==> config.mk <==
export PLATFORM = sky130hd
export DESIGN_NAME = rf_access_seq
export DESIGN_NICKNAME = d
export VERILOG_FILES = /design/src/rtl/rf_access_seq.sv
export SDC_FILE = /design/constraint.sdc
export NUM_CORES = 1
export LEC_CHECK = 0
export ABC_AREA = 1
export CORE_MARGIN = 8
export CORE_UTILIZATION = 39
export DETAILED_ROUTE_END_ITERATION = 6
export PLACE_DENSITY = 0.75
export SLEW_MARGIN = 20
export SYNTH_ARGS = -nofsm -noshare
export SYNTH_HDL_FRONTEND = slang
export SYNTH_SLANG_ARGS = --single-unit
==> constraint.sdc <==
create_clock -name CLK -period 1.1 [get_ports CLK]
set_clock_uncertainty 0.15 [all_clocks]
set_input_delay 0.11 -clock CLK [delete_from_list [all_inputs] [get_ports CLK]]
set_output_delay 0.11 -clock CLK [all_outputs]
set_load 0.05 [all_outputs]
==> src/rtl/rf_access_seq.sv <==
// rf_access_seq -- initiator-side sequencer for a single-port register file
// whose read port has one cycle of registered latency.
//
// Operation: accept one request (src A, src B, dst, wb) and read src A, then src B.
// Present both operands to the ALU with a valid/ready handshake.
// If wb is set, wait for the result and write it to dst for one cycle.
//
// Ports:
//   CLK, RSTN             clock (rising edge), asynchronous active-low reset
//   REQ_VALID/REQ_READY   request handshake; REQ_SRC_A/REQ_SRC_B/REQ_DST/REQ_WB
//   OPS_VALID/OPS_READY   operand handshake to the ALU; OP_A/OP_B operands
//   RES_VALID/RES_READY   result handshake from the ALU; RES_DATA result
//   RF_ADDR/RF_CE/RF_WDATA/RF_RDATA  register file port (RF_CE = write enable)
//   BUSY                  sequencer is not idle
//
// Optional build macro: RF_SEQ_SAME_SRC_SKIP_EN
//   When defined and src A == src B, one read fills both operands.
//   In that case the CAP_B state is skipped and operands are ready one cycle earlier.
//
// Every output is a flop. Its next value is decoded from the next state and the
// next internal register values, so no input reaches an output combinationally.
module rf_access_seq #(
  parameter int REG_COUNT  = 4,
  parameter int DATA_WIDTH = 8,
  localparam int AW = (REG_COUNT > 1) ? $clog2(REG_COUNT) : 1
) (
  input  logic                  CLK,
  input  logic                  RSTN,
  input  logic                  REQ_VALID,
  output logic                  REQ_READY,
  input  logic [AW-1:0]         REQ_SRC_A,
  input  logic [AW-1:0]         REQ_SRC_B,
  input  logic [AW-1:0]         REQ_DST,
  input  logic                  REQ_WB,
  output logic                  OPS_VALID,
  input  logic                  OPS_READY,
  output logic [DATA_WIDTH-1:0] OP_A,
  output logic [DATA_WIDTH-1:0] OP_B,
  input  logic                  RES_VALID,
  output logic                  RES_READY,
  input  logic [DATA_WIDTH-1:0] RES_DATA,
  output logic [AW-1:0]         RF_ADDR,
  output logic                  RF_CE,
  output logic [DATA_WIDTH-1:0] RF_WDATA,
  input  logic [DATA_WIDTH-1:0] RF_RDATA,
  output logic                  BUSY
);

  typedef enum logic [2:0] {
    IDLE     = 3'd0,
    RD_A     = 3'd1,
    RD_B     = 3'd2,
    CAP_B    = 3'd3,
    PRESENT  = 3'd4,
    WAIT_RES = 3'd5,
    WRITE    = 3'd6
  } state_t;

  state_t                state_q,     state_d;
  logic [AW-1:0]         src_a_q,     src_a_d;
  logic [AW-1:0]         src_b_q,     src_b_d;
  logic [AW-1:0]         dst_q,       dst_d;
  logic                  wb_q,        wb_d;
  logic [DATA_WIDTH-1:0] op_a_q,      op_a_d;
  logic [DATA_WIDTH-1:0] op_b_q,      op_b_d;
  logic [DATA_WIDTH-1:0] wdata_q,     wdata_d;
  logic [AW-1:0]         rf_addr_q,   rf_addr_d;
  logic                  rf_ce_q,     rf_ce_d;
  logic                  req_ready_q, req_ready_d;
  logic                  ops_valid_q, ops_valid_d;
  logic                  res_ready_q, res_ready_d;
  logic                  busy_q,      busy_d;

  // Next-state logic and operand/result capture.
  always_comb begin
    state_d = state_q;
    src_a_d = src_a_q;
    src_b_d = src_b_q;
    dst_d   = dst_q;
    wb_d    = wb_q;
    op_a_d  = op_a_q;
    op_b_d  = op_b_q;
    wdata_d = wdata_q;
    case (state_q)
      IDLE: begin
        if (REQ_VALID && req_ready_q) begin
          src_a_d = REQ_SRC_A;
          src_b_d = REQ_SRC_B;
          dst_d   = REQ_DST;
          wb_d    = REQ_WB;
          state_d = RD_A;
        end else begin
          state_d = IDLE;
        end
      end
      RD_A: begin
        state_d = RD_B;
      end
      RD_B: begin
        // RF_RDATA now holds R[src A], because src A was addressed last cycle.
        op_a_d = RF_RDATA;
`ifdef RF_SEQ_SAME_SRC_SKIP_EN
        if (src_a_q == src_b_q) begin
          op_b_d  = RF_RDATA;
          state_d = PRESENT;
        end else begin
          state_d = CAP_B;
        end
`else
        state_d = CAP_B;
`endif
      end
      CAP_B: begin
        op_b_d  = RF_RDATA;
        state_d = PRESENT;
      end
      PRESENT: begin
        // OPS_VALID is always high in PRESENT, so OPS_READY alone completes the handshake.
        if (OPS_READY) begin
          if (wb_q) begin
            state_d = WAIT_RES;
          end else begin
            state_d = IDLE;
          end
        end else begin
          state_d = PRESENT;
        end
      end
      WAIT_RES: begin
        if (RES_VALID) begin
          wdata_d = RES_DATA;
          state_d = WRITE;
        end else begin
          state_d = WAIT_RES;
        end
      end
      WRITE: begin
        state_d = IDLE;
      end
      default: begin
        state_d = IDLE;
      end
    endcase
  end

  // Output decode, one cycle ahead: next state and next registers give the output flop inputs.
  always_comb begin
    rf_addr_d   = {AW{1'b0}};
    rf_ce_d     = 1'b0;
    req_ready_d = 1'b0;
    ops_valid_d = 1'b0;
    res_ready_d = 1'b0;
    busy_d      = (state_d != IDLE);
    case (state_d)
      IDLE:     req_ready_d = 1'b1;
      RD_A:     rf_addr_d   = src_a_d;
      RD_B:     rf_addr_d   = src_b_d;
      CAP_B:    rf_addr_d   = {AW{1'b0}};
      PRESENT:  ops_valid_d = 1'b1;
      WAIT_RES: res_ready_d = 1'b1;
      WRITE: begin
        rf_addr_d = dst_d;
        rf_ce_d   = 1'b1;
      end
      default: begin
        rf_addr_d   = {AW{1'b0}};
        rf_ce_d     = 1'b0;
      end
    endcase
  end

  // State, internal registers and registered outputs.
  always_ff @(posedge CLK or negedge RSTN) begin
    if (!RSTN) begin
      state_q     <= IDLE;
      src_a_q     <= {AW{1'b0}};
      src_b_q     <= {AW{1'b0}};
      dst_q       <= {AW{1'b0}};
      wb_q        <= 1'b0;
      op_a_q      <= {DATA_WIDTH{1'b0}};
      op_b_q      <= {DATA_WIDTH{1'b0}};
      wdata_q     <= {DATA_WIDTH{1'b0}};
      rf_addr_q   <= {AW{1'b0}};
      rf_ce_q     <= 1'b0;
      req_ready_q <= 1'b1;
      ops_valid_q <= 1'b0;
      res_ready_q <= 1'b0;
      busy_q      <= 1'b0;
    end else begin
      state_q     <= state_d;
      src_a_q     <= src_a_d;
      src_b_q     <= src_b_d;
      dst_q       <= dst_d;
      wb_q        <= wb_d;
      op_a_q      <= op_a_d;
      op_b_q      <= op_b_d;
      wdata_q     <= wdata_d;
      rf_addr_q   <= rf_addr_d;
      rf_ce_q     <= rf_ce_d;
      req_ready_q <= req_ready_d;
      ops_valid_q <= ops_valid_d;
      res_ready_q <= res_ready_d;
      busy_q      <= busy_d;
    end
  end

  assign REQ_READY = req_ready_q;
  assign OPS_VALID = ops_valid_q;
  assign OP_A      = op_a_q;
  assign OP_B      = op_b_q;
  assign RES_READY = res_ready_q;
  assign RF_ADDR   = rf_addr_q;
  assign RF_CE     = rf_ce_q;
  assign RF_WDATA  = wdata_q;
  assign BUSY      = busy_q;

endmodule

# Word-level counts from Yosys, hierarchy flattened
# Cells that the tools add are included.
# totals
romBits	0
n_memories	0
elab_cells	46
out_inout_bits	31
latchBits	0
ramBits	0
ff_bits	41
in_bits	28
# classes
n_mux	16
shift	0
addsub	0
n_reduce_logical	6
order_cmp	0
n_div	0
eq_ne	10
n_bitwise	0
multipliers	0
# ops
op	n
one-hot mux 3 bit (6 select lines)	1
equality test 3 bit (second input constant)	5
2-to-1 mux 2 bit	7
equality test 3 x 2 -> 1 bit (second input constant)	3
equality test 3 x 1 -> 1 bit (second input constant)	2
logical NOT 3 bit	2
2-to-1 mux 3 bit	2
one-hot mux 2 bit (3 select lines)	1
2-to-1 mux 1 bit	5
AND reduction 2 bit	2
nonzero test 3 bit	1
logical AND 1 bit	1

# Depth between registers and ports, before layout
# Gate-level depths: netlist of run 1.
# logic_depth
ltp_word	5
ltp_mapped	8
depth_no_buf	7

# Least setup slack after synthesis of run 1
# Ideal clock, no wire load.
# synth_timing
kind	reg2reg
start	register req_ready_q (netlist: REQ_READY)
end	register rf_addr_q[0] (netlist: RF_ADDR[0])
path_buffers	0
period_less_slack_ns	1.470
setup_time_ns	0.069
slack_ns	-0.370
t_arrival_ns	1.252
stages_incl_launch_ff	7
t_required_ns	0.881
path_cell_list	dfstp_2 > nand2_1 > nor2_1 > nand2_1 > inv_2 > nand2_1 > nand3_1
# synth_between
elab_chain_cells	5
elab_cells_between_ends	13
cone_classes	eq/ne (3); mux (9); reduce/logical (1)
# synth_lines
element	line	text
start: declaration	69	logic req_ready_q, req_ready_d;
start signal: assignment	200	req_ready_q <= req_ready_d;
logical AND 1 bit (*)	86	if (REQ_VALID && req_ready_q) begin
2-to-1 mux 1 bit	86	
one-hot mux 3 bit (6 select lines)	84	case (state_q)
equality test 3 bit (tied with other cells)	154	case (state_d)
one-hot mux 2 bit (3 select lines) (*)	154	
net rf_addr_d[0]	67	logic [AW-1:0] rf_addr_q, rf_addr_d;
end signal: assignment	183	rf_addr_q <= {AW{1'b0}};
end signal: assignment	198	rf_addr_q <= rf_addr_d;
end: declaration	67	
# The timed path passes the listed nets; every way through them passes the cells marked *.
# A chain may end at the register's enable or synchronous reset.

# Final worst setup path of run 1
# layout_timing
start	register state_q[0]
end	register op_a_q[6] (netlist: OP_A[6])
# layout_between
elab_chain_cells	1
# layout_lines
element	line	text
start: declaration	59	state_t state_q, state_d;
start signal: assignment	190	state_q <= state_d;
equality test 3 x 2 -> 1 bit	84	
end signal: assignment	180	op_a_q <= {DATA_WIDTH{1'b0}};
end signal: assignment	195	op_a_q <= op_a_d;
end: declaration	64	logic [DATA_WIDTH-1:0] op_a_q, op_a_d;
# No other way between the ends.

==> results of run 1 <==
per-stage QoR:
| step | hold WS, ps | TNS [ps] | utilization (%) | total power, uW |
|---|---|---|---|---|
| finish | 159 | -9360 | 80.7 | 11100 |
| global placement | -57.8 | -6860 | 66.4 | 8470 |
| CTS | 155 | -7650 | 74.4 | 10200 |
| floorplan | -336 | -4790 | - | 5440 |
| detailed placement | -59.9 | -8070 | 66.4 | 8600 |
| global route | 163 | -12770 | 80.7 | 11700 |
placed cells by master (no fill, tap or decap), drive strengths merged:
cell type      synthesis  final
inv                   25     24
nand3                 10     10
nand4                  2      2
o21ai                 21     21
and2                   2      2
clkdlybuf4s50          0     26
buf                    4     71
nor2                   7      7
dfrtp                 38     38
clkbuf                 0      8
nand2                 60     60
dlygate4sd3            0      1
dfstp                  1      1
clkinv                 1      3
layout make-up:
type / instances / area (um2) / share of cell area, %
Clock buffer: 7 / 76.3 / 2.42
Inverter: 26 / 105 / 3.33
Clock inverter: 1 / 5.00 / 0.158
Timing Repair Buffer: 99 / 1280 / 40.7
Sequential cell: 39 / 980 / 31.0
Multi-Input combinational cell: 102 / 646 / 20.4
Tap cell: 50 / 62.6 / 1.98
synth_stat cells (all sizes together):
master	count
dfrtp	38
and2	2
dfstp	1
nand4	2
nor2	7
buf	4
clkinv	1
o21ai	21
nand3	10
inv	25
nand2	60
timing repair:
| item | in CTS | in global routing |
|---|---|---|
| gates cloned | 1 | 1 |
| hold buffers | 1 | 0 |
| resized for setup | 31 | 45 |
| pin swaps | 16 | 6 |
| hold endpoints to repair | 39 | 0 |
| endpoints found under the setup margin | 68 | 70 |
| setup buffers | 14 | 12 |
layer usage:
layer  vias to the layer above  wire length, um
met3                         5              470
met2                        60             2730
met5                         -                0
met1                       766             1900
li1                        730                -
met4                         0               49
logic make-up (layout without fill, tap and decap cells):
kind of cell           count (synthesis)  after routing  share of synthesized area [%]
AOI/OAI and AO/OA                     21             21                           6.77
DFF                                   39             39                           62.9
buffers and inverters                 30            133                           8.14
and+or+nand+nor                       81             81                           22.2
state kept, by name (all words and copies together), names as in the netlist:
register,cells
OPS_VALID,1
OP_B,8
dst_q,2
RES_READY,1
wb_q,1
REQ_READY,1
RF_CE,1
RF_WDATA,8
OP_A,8
RF_ADDR,2
BUSY,1
state_q,3
src_b_q,2
where the power goes:
part | total [uW] | switching, uW | internal [uW] | leakage (uW)
sequential | 2810 | 683 | 2130 | 0.000482
combinational | 7380 | 3740 | 3640 | 0.00103
clock | 933 | 488 | 445 | 0.0000422
total | 11100 | 4910 | 6210 | 0.00155
worst max path at each step:
stage / from / to / slack, ps / cells past startpoint
2_1_floorplan: REQ_READY$_DFF_PN1_ / RF_ADDR[0]$_DFF_PN0_ / -310 / 6
3_3_place_gp: RES_VALID / RF_WDATA[6]$_DFFE_PN0P_ / -290 / 6
3_5_place_dp: RES_VALID / RF_WDATA[6]$_DFFE_PN0P_ / -330 / 6
4_1_cts: REQ_READY$_DFF_PN1_ / REQ_READY / -240 / 2
5_1_grt: state_q[0]$_DFF_PN0_ / OP_A[6]$_DFFE_PN0N_ / -350 / 6
6_report: state_q[0]$_DFF_PN0_ / OP_A[6]$_DFFE_PN0N_ / -280 / 5
tightest hold or removal path, stage by stage:
cell           delay, ps
dlygate4sd3_1        520
buf_2                120
buf_12               220
==> run_results.csv, run 1 <==
group,metric,value,unit
detailed_routing,avgViaCountPerCell,4.82,
worst_hold_path,hp-class,"input port to async pin",
yosys,syn_area,1550,um2
yosys,synth_area_leaders,"dfrtp_1 (61%), nand2_1 (14%), inv_1 (5.1%), o21ai_1 (4.5%), nand3_1 (2.9%)",
detailed_routing,drtPass1Iterations,4,
critical_path,path_class,"flip-flop to flip-flop",
critical_path,cp_slowest_stage_delay,410,ps
clock_network,cts_tree,"done",
critical_path,path_buf_inv,2,
global_routing,grt.overflow.total,0,
yosys,yosys_warnings,0,
floorplanning,rows,23,
power_and_ir_drop,ir_drop,2.33,mV
sta,worst_pin_slew,243,ps
detailed_routing,wl_per_cell,15.9,um
yosys,yosysSeqAreaShare,62.9,%
power_and_ir_drop,powerDensity,3520,nW/um2
critical_path,crit_required,1160,ps
sta,final_hold_viol_count,0,
placement,gp_congestion,0.798,
detailed_routing,vias,1561,
run_status,violations,"setup timing",
global_routing,grt_pass1_wl,7.38,mm
placement,dpl_cell_area,2600,um2
global_routing,grt_pass1_vias,1491,
global_routing,use_met3,8.47,%
critical_path,rrSetupSlack,-280,ps
sta,setup_ws,-283,ps
global_routing,grt_max_degree,40,
critical_path,reg2reg_depth,5,
floorplanning,die_h,79.1,um
clock_network,cts-htree-levels,2,
final_layout,syn_to_final_growth,103,%
critical_path,r2r-start,"state_q[0]$_DFF_PN0_",
sta,setup_viol,67,
detailed_routing,ant_nets,0,
detailed_routing,first_iter_violations,70,
critical_path,critPathCaptureType,"flip-flop",
critical_path,cp-start-kind,"flip-flop",
final_layout,nFillCells,229,
yosys,yosys.area.top_type,"dfrtp_1",
global_routing,antenna_found_initial,0,
floorplanning,dieWidth,79.1,um
sta,drv_slew,0,
clock_network,cts_buffer_depth,2,
global_routing,grt.busiest_layer,"met2",
yosys,synthCells,171,
critical_path,crit_chain,"buf_6, nor2_4, nand2_4, clkbuf_16, o21ai_1",
clock_network,clk_latency,290,ps
placement,dp.cells,287,
yosys,synth_area_per_cell,9.08,um2
yosys,synth_top_area_share,61.2,%
final_layout,final_area,3160,um2
final_layout,diodes,0,
sta,clock.fmax,723,MHz
placement,hpwl,3.00,mm
critical_path,crit_arrival,1450,ps
run_status,status,"finished with violations",
sta,rsz0062_at_grt,"yes",
global_routing,met1_usage,16.7,%
floorplanning,core,3910,um2
floorplanning,initial_utilization,39.7,%
floorplanning,die_area,6260,um2
sta,slew_headroom,83.8,%
clock_network,cts_root_buffer,"clkbuf_8",
clock_network,clk_transition_reported_paths,70,ps
power_and_ir_drop,total_leakage_power,0.00155,uW
critical_path,worst-path-max-fanout,8,
floorplanning,ios,59,
final_layout,num-nets-final,301,
clock_network,cts.sinks,39,
placement,place_ws,-330,ps
yosys,ys_ff_latch,39,
detailed_routing,wl,5.15,mm
critical_path,rr_endpoint,"OP_A[6]$_DFFE_PN0N_",
final_layout,layout.cells.non_filler,324,
yosys,synth_fp_nets,199,
critical_path,crit_slowest_cell,"dfrtp_1",
placement,port_buffers,58,
final_layout,drive_gt1_share,49.6,%
flow_run,cap_viol_max_count,0,
clock_network,numCtsBuffers,5,
yosys,yosysUniqueCellTypes,19,
sta,finalCritPeriodShare,126,%
global_routing,grt_use_met2,24.2,%
global_routing,grtUsageTotal,15.0,%
critical_path,crit_family,"flip-flops",
detailed_routing,drc,0,
sta,period_needed,1380,ps
(Power assumes the default switching activity.)
==> run 2, diff against run 1 <==
--- a/config.mk
+++ b/config.mk
@@ -10,7 +10,7 @@
 export CORE_UTILIZATION = 39
 export DETAILED_ROUTE_END_ITERATION = 6
 export PLACE_DENSITY = 0.75
-export SLEW_MARGIN = 20
+export SLEW_MARGIN = 30
 export SYNTH_ARGS = -nofsm -noshare
 export SYNTH_HDL_FRONTEND = slang
 export SYNTH_SLANG_ARGS = --single-unit
==> results of run 2 <==
Final layout, timing and power as in run 1 (identical DEF).
